`src/rtl/mem_arbiter_pkg.sv`:
```
// mem_arbiter_pkg
//   Shared definitions for the two-port memory arbiter:
//   - state_t      : 2-bit FSM encoding IDLE/ACCESS/WAIT/DONE
//   - GNT_I/GNT_D  : grant identifiers (instruction side / data side)
//   - STARVE_LIMIT : consecutive D grants tolerated while I is waiting
//   - lat_load()   : latency-counter preload for a given RAM read latency
package mem_arbiter_pkg;

  typedef enum logic [1:0] {
    IDLE   = 2'd0,
    ACCESS = 2'd1,
    WAIT   = 2'd2,
    DONE   = 2'd3
  } state_t;

  localparam logic GNT_I = 1'b0;
  localparam logic GNT_D = 1'b1;

  localparam logic [1:0] STARVE_LIMIT = 2'd2;

  // Read latency is legal from 1 to 3, so the preload always fits in 2 bits.
  function automatic logic [1:0] lat_load(input int lat);
    return 2'(lat - 1);
  endfunction

endpackage

```
`src/rtl/mem_arbiter_arb_pick.sv`:
```
// arb_pick
//   Winner selection between the instruction-side and data-side requesters,
//   together with the arbitration history register.
//   Configuration macro: MEM_ARB_RR_EN
//     undefined : fixed priority to D, with a 2-bit starvation counter that
//                 forces a grant to I after two consecutive D grants made
//                 while I was requesting.
//     defined   : round-robin using a last-grant flip-flop (reset favours D).
//   Ports:
//     g_clk    in   clock
//     g_clr    in   asynchronous active-low reset
//     i_req    in   instruction-side request
//     d_req    in   data-side request
//     grant_en in   a grant is being made this cycle (update history)
//     winner   out  GNT_I or GNT_D, combinational from the requests/history
module arb_pick
  import mem_arbiter_pkg::*;
(
  input  logic g_clk,
  input  logic g_clr,
  input  logic i_req,
  input  logic d_req,
  input  logic grant_en,
  output logic winner
);

`ifdef MEM_ARB_RR_EN

  logic last_gnt_reg;

  always_comb begin
    winner = GNT_D;
    if (i_req && d_req) begin
      winner = (last_gnt_reg == GNT_D) ? GNT_I : GNT_D;
    end else if (i_req) begin
      winner = GNT_I;
    end
  end

  // Reset value GNT_I makes D the preferred side for the first contention.
  always_ff @(posedge g_clk or negedge g_clr) begin
    if (!g_clr) begin
      last_gnt_reg <= GNT_I;
    end else if (grant_en) begin
      last_gnt_reg <= winner;
    end
  end

`else

  logic [1:0] starve_cnt_reg;

  always_comb begin
    winner = GNT_D;
    if (!d_req) begin
      winner = GNT_I;
    end else if (i_req && (starve_cnt_reg >= STARVE_LIMIT)) begin
      winner = GNT_I;
    end
  end

  // Only an unbroken run of D grants with I waiting counts; a D grant with
  // I idle breaks the run. The counter never passes STARVE_LIMIT because at
  // that value the next grant either goes to I or sees I idle.
  always_ff @(posedge g_clk or negedge g_clr) begin
    if (!g_clr) begin
      starve_cnt_reg <= 2'd0;
    end else if (grant_en) begin
      if (winner == GNT_I) begin
        starve_cnt_reg <= 2'd0;
      end else if (i_req) begin
        starve_cnt_reg <= starve_cnt_reg + 2'd1;
      end else begin
        starve_cnt_reg <= 2'd0;
      end
    end
  end

`endif

endmodule

```
`src/rtl/mem_arbiter.sv`:
```
// mem_arbiter
//   Shares one single-port RAM between an instruction-side reader and a
//   data-side reader/writer. One transaction at a time: IDLE grants and
//   latches the request, ACCESS issues a single RAM strobe, WAIT counts out
//   the RAM read latency and captures the data, DONE pulses the winner's odv.
//   Configuration macro: MEM_ARB_RR_EN (round-robin instead of fixed
//   priority with starvation guard; see arb_pick).
//   Parameters: d_width (data), a_width (address), rd_lat (1..3 RAM read
//   latency, counted from the ram_cs edge to valid ram_rdata).
//   Ports:
//     g_clk, g_clr                    clock, async active-low reset
//     i_req, i_addr                   I-side read request (held until i_odv)
//     i_rdata, i_odv                  I-side read data, one-cycle done pulse
//     d_req, d_we, d_addr, d_wdata    D-side request (held until d_odv)
//     d_rdata, d_odv                  D-side read data, one-cycle done pulse
//     ram_cs, ram_we, ram_addr,
//     ram_wdata, ram_rdata            shared RAM port
module mem_arbiter
  import mem_arbiter_pkg::*;
#(
  parameter int d_width = 8,
  parameter int a_width = 8,
  parameter int rd_lat  = 1
) (
  input  logic               g_clk,
  input  logic               g_clr,
  input  logic               i_req,
  input  logic [a_width-1:0] i_addr,
  output logic [d_width-1:0] i_rdata,
  output logic               i_odv,
  input  logic               d_req,
  input  logic               d_we,
  input  logic [a_width-1:0] d_addr,
  input  logic [d_width-1:0] d_wdata,
  output logic [d_width-1:0] d_rdata,
  output logic               d_odv,
  output logic               ram_cs,
  output logic               ram_we,
  output logic [a_width-1:0] ram_addr,
  output logic [d_width-1:0] ram_wdata,
  input  logic [d_width-1:0] ram_rdata
);

  localparam logic [1:0] LAT_LOAD = lat_load(rd_lat);

  state_t               state_reg, state_next;
  logic                 gnt_reg, gnt_next;
  logic [a_width-1:0]   addr_reg, addr_next;
  logic                 we_reg, we_next;
  logic [d_width-1:0]   wdata_reg, wdata_next;
  logic [1:0]           lat_cnt_reg, lat_cnt_next;
  logic [d_width-1:0]   i_rdata_reg, i_rdata_next;
  logic [d_width-1:0]   d_rdata_reg, d_rdata_next;
  logic                 grant_en;
  logic                 winner;

  arb_pick u_arb_pick (
    .g_clk    (g_clk),
    .g_clr    (g_clr),
    .i_req    (i_req),
    .d_req    (d_req),
    .grant_en (grant_en),
    .winner   (winner)
  );

  always_ff @(posedge g_clk or negedge g_clr) begin
    if (!g_clr) begin
      state_reg   <= IDLE;
      gnt_reg     <= GNT_I;
      addr_reg    <= '0;
      we_reg      <= 1'b0;
      wdata_reg   <= '0;
      lat_cnt_reg <= 2'd0;
      i_rdata_reg <= '0;
      d_rdata_reg <= '0;
    end else begin
      state_reg   <= state_next;
      gnt_reg     <= gnt_next;
      addr_reg    <= addr_next;
      we_reg      <= we_next;
      wdata_reg   <= wdata_next;
      lat_cnt_reg <= lat_cnt_next;
      i_rdata_reg <= i_rdata_next;
      d_rdata_reg <= d_rdata_next;
    end
  end

  always_comb begin
    state_next   = state_reg;
    gnt_next     = gnt_reg;
    addr_next    = addr_reg;
    we_next      = we_reg;
    wdata_next   = wdata_reg;
    lat_cnt_next = lat_cnt_reg;
    i_rdata_next = i_rdata_reg;
    d_rdata_next = d_rdata_reg;
    grant_en     = 1'b0;

    case (state_reg)
      IDLE: begin
        if (i_req || d_req) begin
          grant_en = 1'b1;
          gnt_next = winner;
          if (winner == GNT_D) begin
            addr_next  = d_addr;
            we_next    = d_we;
            wdata_next = d_wdata;
          end else begin
            // The I side is read-only.
            addr_next  = i_addr;
            we_next    = 1'b0;
            wdata_next = '0;
          end
          state_next = ACCESS;
        end
      end

      ACCESS: begin
        if (we_reg) begin
          state_next = DONE;
        end else begin
          // Every read spends at least one WAIT cycle: the RAM data becomes
          // valid rd_lat edges after the strobe, and the capture happens on
          // the edge that leaves WAIT with the counter at zero.
          lat_cnt_next = LAT_LOAD;
          state_next   = WAIT;
        end
      end

      WAIT: begin
        if (lat_cnt_reg == 2'd0) begin
          if (gnt_reg == GNT_D) begin
            d_rdata_next = ram_rdata;
          end else begin
            i_rdata_next = ram_rdata;
          end
          state_next = DONE;
        end else begin
          lat_cnt_next = lat_cnt_reg - 2'd1;
        end
      end

      DONE: begin
        // No grant here: requesters see odv this cycle and may still hold req.
        state_next = IDLE;
      end

      default: begin
        state_next = IDLE;
      end
    endcase
  end

  assign ram_cs    = (state_reg == ACCESS);
  assign ram_we    = ram_cs && we_reg;
  assign ram_addr  = addr_reg;
  assign ram_wdata = wdata_reg;

  assign i_odv   = (state_reg == DONE) && (gnt_reg == GNT_I);
  assign d_odv   = (state_reg == DONE) && (gnt_reg == GNT_D);
  assign i_rdata = i_rdata_reg;
  assign d_rdata = d_rdata_reg;

endmodule

```
`config.mk`:
```
export PLATFORM = sky130hd
export DESIGN_NAME = mem_arbiter
export DESIGN_NICKNAME = d
export VERILOG_FILES = /design/src/rtl/mem_arbiter_pkg.sv /design/src/rtl/mem_arbiter_arb_pick.sv /design/src/rtl/mem_arbiter.sv
export SDC_FILE = /design/constraint.sdc
export NUM_CORES = 1
export LEC_CHECK = 0
export CORE_ASPECT_RATIO = 0.5
export CORE_MARGIN = 5
export CORE_UTILIZATION = 38
export DETAILED_ROUTE_END_ITERATION = 12
export HOLD_SLACK_MARGIN = 0.12
export PLACE_DENSITY = 0.74
export SYNTH_ARGS = -nofsm -noshare
export SYNTH_HDL_FRONTEND = slang
export SYNTH_SLANG_ARGS = --single-unit
```
`constraint.sdc`:
```
create_clock -name g_clk -period 1.5 [get_ports g_clk]
set_input_delay 0.15 -clock g_clk [delete_from_list [all_inputs] [get_ports g_clk]]
set_output_delay 0.15 -clock g_clk [all_outputs]
set_load 0.03 [all_outputs]
```
# After elaboration in Yosys (flattened, before gate mapping)
# Cells that the tools add are included.
# Widths: inputs -> output; s select.
# op_classes
n_addsub	2
n_reduce_logical	13
eq_ne	7
order_cmp	1
n_mux	16
n_bitwise	1
# ops
op	n
$mux 8	2
$mux 2	6
$reduce_and 3->1	3
$ne 2x2->1 const B	4
$pmux 2 s4	1
$mux 1	6
$eq 2x2->1 const B	2
$logic_and 1x1->1	4
$logic_not 2->1	2
$pmux 2 s2	1
$reduce_and 2->1	2
$add 2x1->2 const B	1
$eq 2x1->1 const B	1
$ge 2x2->1 const B	1
$reduce_bool 2->1	1
$sub 2x1->2 const B	1
$logic_or 1x1->1	1
$not 1->1	1
# word_totals
input_bits	37
out_inout_bits	36
elab_cells	49
register_bits	40

# Logic depth before layout (Yosys ltp)
# depth
word_depth	5
ltp_mapped	6
ltp_nobuf	5

# Cells and area by module
# A second synthesis with hierarchy kept.
# hier_totals
hier_cells	154
area_unflattened_um2	1809.2
# modules_own_cells
mod	n_inst	cells_per_inst	seq_area_each_um2	area_each_um2
mem_arbiter	1	143	950.9	1689.1
arb_pick	1	11	50.0	120.1

# Worst setup path before layout
# Ideal clock, no wire load.
# synth_timing
path_type	register -> register
startpoint	register state_reg[1]
endpoint	register state_reg[0]
path_stages_with_launch	6
required_ns	1.418
period_less_slack_ns	1.533
arrival_ns	1.451
setup_slack_ns	-0.033
setup_ns	0.082
path_buffers	0
cell_sequence	dfrtp_1 inv_1 ha_1 and2_1 nor3_1 a22oi_2
# synth_between
elab_cells_between_ends	8
classes_between	5 x eq/ne; 1 x mux; 2 x reduce/logical
# synth_lines
item	line	text
start, declared	mem_arbiter.sv:46	state_t state_reg, state_next;
start signal, assigned	mem_arbiter.sv:77	state_reg <= state_next;
$eq 2x1->1	n/a	
net ram_cs	mem_arbiter.sv:37	output logic ram_cs,
$pmux 2 s4	mem_arbiter.sv:99	case (state_reg)
# The timed path passes the listed nets, and every way through them passes these cells.
# A chain may end at the register's enable or synchronous reset.

# Worst setup path in the final report
# layout_timing
startpoint	register state_reg[0]
endpoint	register i_rdata_reg[5] (netlist: i_rdata[5])
# layout_between
elab_chain_len	2
# layout_lines
item	line	text
$eq 2x2->1	mem_arbiter.sv:99	
$reduce_and 3->1 (no line)	n/a	
end signal, assigned	mem_arbiter.sv:83	i_rdata_reg <= i_rdata_next;
end, declared	mem_arbiter.sv:52	logic [d_width-1:0] i_rdata_reg, i_rdata_next;
# No other way between the ends.

==> impl_metrics.json <==
{
  "syn_avg_cell_area_um2": 12.0,
  "drcViolationCount": 0,
  "ys_seq_area_share_pct": 57.4,
  "core_area_um2": 4420,
  "cts_root_buf": "clkbuf_8",
  "cts_buffers": 5,
  "rsz0062_at_grt": "true",
  "first_global_vias": 1601,
  "synthTopCellsByArea": "dfrtp_1, mux2_2, a22o_1",
  "synth_area_um2": 1740,
  "cp_slowest_cell": "dfrtp_1",
  "ir_worst_vdd_mv": 0.822,
  "syn_to_final_growth_pct": 61.5,
  "worstPathMaxFanout": 8,
  "grt.total_usage_pct": 16.2,
  "crit_type": "reg2reg",
  "cp_top_family": "flip-flops",
  "clock-sinks": 40,
  "cp.arrival_ns": 1.65,
  "num_vias": 1463,
  "hp-class": "in2reg",
  "relSlewSlack_pct": 65.5,
  "grt_max_degree": 41,
  "grt_pass1_wl_um": 7890,
  "slowest_delay_ns": 0.41,
  "dieArea_um2": 6130,
  "required_ns": 1.68,
  "p_leak_nw": 1.43,
  "pwr_density_cell_nw_per_um2": 2170,
  "fin_crit_ns": 1.47,
  "status": "finished, final reports clean",
  "place_area_um2": 2590,
  "synth_ff_type": "dfrtp_1",
  "overflow": 0,
  "fin_area_um2": 2820,
  "die_w_um": 106,
  "cts_max_path_buffers": 2,
  "synthArstFlopShare_pct": 100,
  "final_max_slew_viol_count": 0,
  "routedWlPerCell_um": 16.5,
  "start_kind": "flop",
  "die_h_um": 57.9,
  "synthCells": 145,
  "finalCritPeriodShare_pct": 98.3,
  "clkTransAtPathRegs_ns": 0.08,
  "synth_top_cell_area_share_pct": 57.4,
  "ys_types": 30,
  "synth_fp_nets": 188,
  "drtIter0Drc": 17,
  "place.gp.congestion": 0.704,
  "num_rows": 17,
  "clock.fmax_mhz": 678,
  "fin_setup_tns_ns": 0,
  "fin_skew_ns": 0.00585,
  "final_nets": 276,
  "cts_tree": "done",
  "layout-drive-gt1-share_pct": 26.6,
  "crit_path_end_kind": "flop",
  "clk_latency_ns": 0.29,
  "h-tree-depth": 2,
  "worst_pin_slew_ns": 0.517,
  "multi_input_area_um2": 747,
  "yosys_warnings": 0,
  "maxCapViolations": 0,
  "ant_nets": 0,
  "fin_hold_ws_ns": 0.403,
  "final-setup-viol-count": 0,
  "synth-edff-count": 0,
  "final_core_util_pct": 63.7,
  "floorplan.initialDensity_pct": 39.4,
  "diodes": 0,
  "p_total_mw": 6.12,
  "vias_per_cell": 5.04,
  "hold_viol": 0,
  "crit_buf_inv": 2,
  "antenna_found_initial": 0,
  "drt-total-wl_um": 4770,
  "nFillCells": 358,
  "ys_ff_latch": 40,
  "portBuffers": 72,
  "yosys.area.top_type": "dfrtp_1",
  "pin_count": 73,
  "firstDrtPassIters": 4,
  "worstPathCellList": "inv_2 > ha_2 > and2_4 > nand2b_4 > buf_12 > mux2_4",
  "final-seq-area_um2": 1000,
  "dpl.hpwl_um": 3450
}
## per-stage QoR
step | std cells | setup slack (ns)
floorplan | 145 | 0.00999
global placement | 280 | 0.000889
global route | 290 | -0.0191
finish | 290 | 0.0250
CTS | 288 | 0.00260
detailed placement | 280 | -0.0728
## repair_timing
action                     in CTS  in global routing
hold buffers                    1                  0
pin swaps                       0                  0
setup endpoints to repair      22                 52
setup buffers                   0                  1
resized for setup              12                 36
hold endpoints to repair       40                  0
gates cloned                    0                  1
## cell families (layout without fill, tap and decap cells)
logic type,Yosys count,in the layout,share of synthesized area [%]
AO/OA/AOI/OAI,40,40,16.0
adder cells (fa/ha/maj),6,6,4.30
buffers and inverters,10,98,2.87
flip-flops,40,40,57.4
multiplexers,16,16,10.3
AND/OR/NAND/NOR,33,33,9.11
## worst min-delay path: stages
cell	delay, ns
clkdlybuf4s50_1	0.40
nand2_1	0.06
a21oi_1	0.05
## per-layer routing
metal | wire length, µm | global-route usage [%]
met1 | 1940 | 18.7
met2 | 2520 | 29.0
met3 | 209 | 4.45
met4 | 104 | 6.46
met5 | 0 | 0
## power breakdown
| group | total, mW | internal [mW] | switching (mW) |
|---|---|---|---|
| registers | 1.87 | 1.58 | 0.291 |
| clock network | 0.683 | 0.315 | 0.368 |
| logic | 3.57 | 1.66 | 1.91 |
## final cells by class
type / instances / share of cell area, %
Clock buffer: 5 / 2.44
Timing Repair Buffer: 87 / 32.0
Inverter: 4 / 0.533
Clock inverter: 2 / 0.444
Sequential cell: 40 / 35.5
Multi-Input combinational cell: 95 / 26.5
Tap cell: 57 / 2.53
## placed cells by master, fill, tap and decap left out, types with 2 or more instances in the layout
cell              n
dfrtp_1          40
clkdlybuf4s50_1  40
dlymetal6s2s_1   22
a21oi_1          15
mux2_2           15
nand2_1          12
a22o_1           10
buf_4            10
nor2_1            8
buf_6             6
clkbuf_8          5
dlygate4sd2_1     5
and2_4            3
ha_1              3
inv_1             2
inv_2             2
nor2b_1           2
o21ai_2           2
a21oi_2           2
a21bo_2           2
o21ai_0           2
ha_2              2
buf_2             2
## cells in the mapped netlist, types with 3 or more instances
master and instances:
nor2_1 8, nand2_1 13, inv_1 4, buf_2 4, dfrtp_1 40, a22o_1 10
a21oi_1 17, mux2_2 16, ha_1 6, and2_1 3
## final timing paths
kind,from,endpoint,slack (ns),depth (start not counted)
max,state_reg[0],i_rdata[5],0.03,6
min,i_addr[1],ram_addr[1],0.40,3
max reg2reg,state_reg[0],i_rdata[5],0.03,6
min reg2reg,ram_wdata[6],ram_wdata[6],0.50,1
max in group asynchronous,g_clr,u_arb_pick.starve_cnt_reg[0],0.69,3
min in group asynchronous,g_clr,d_rdata[2],0.44,3
(Power assumes the default switching activity.)
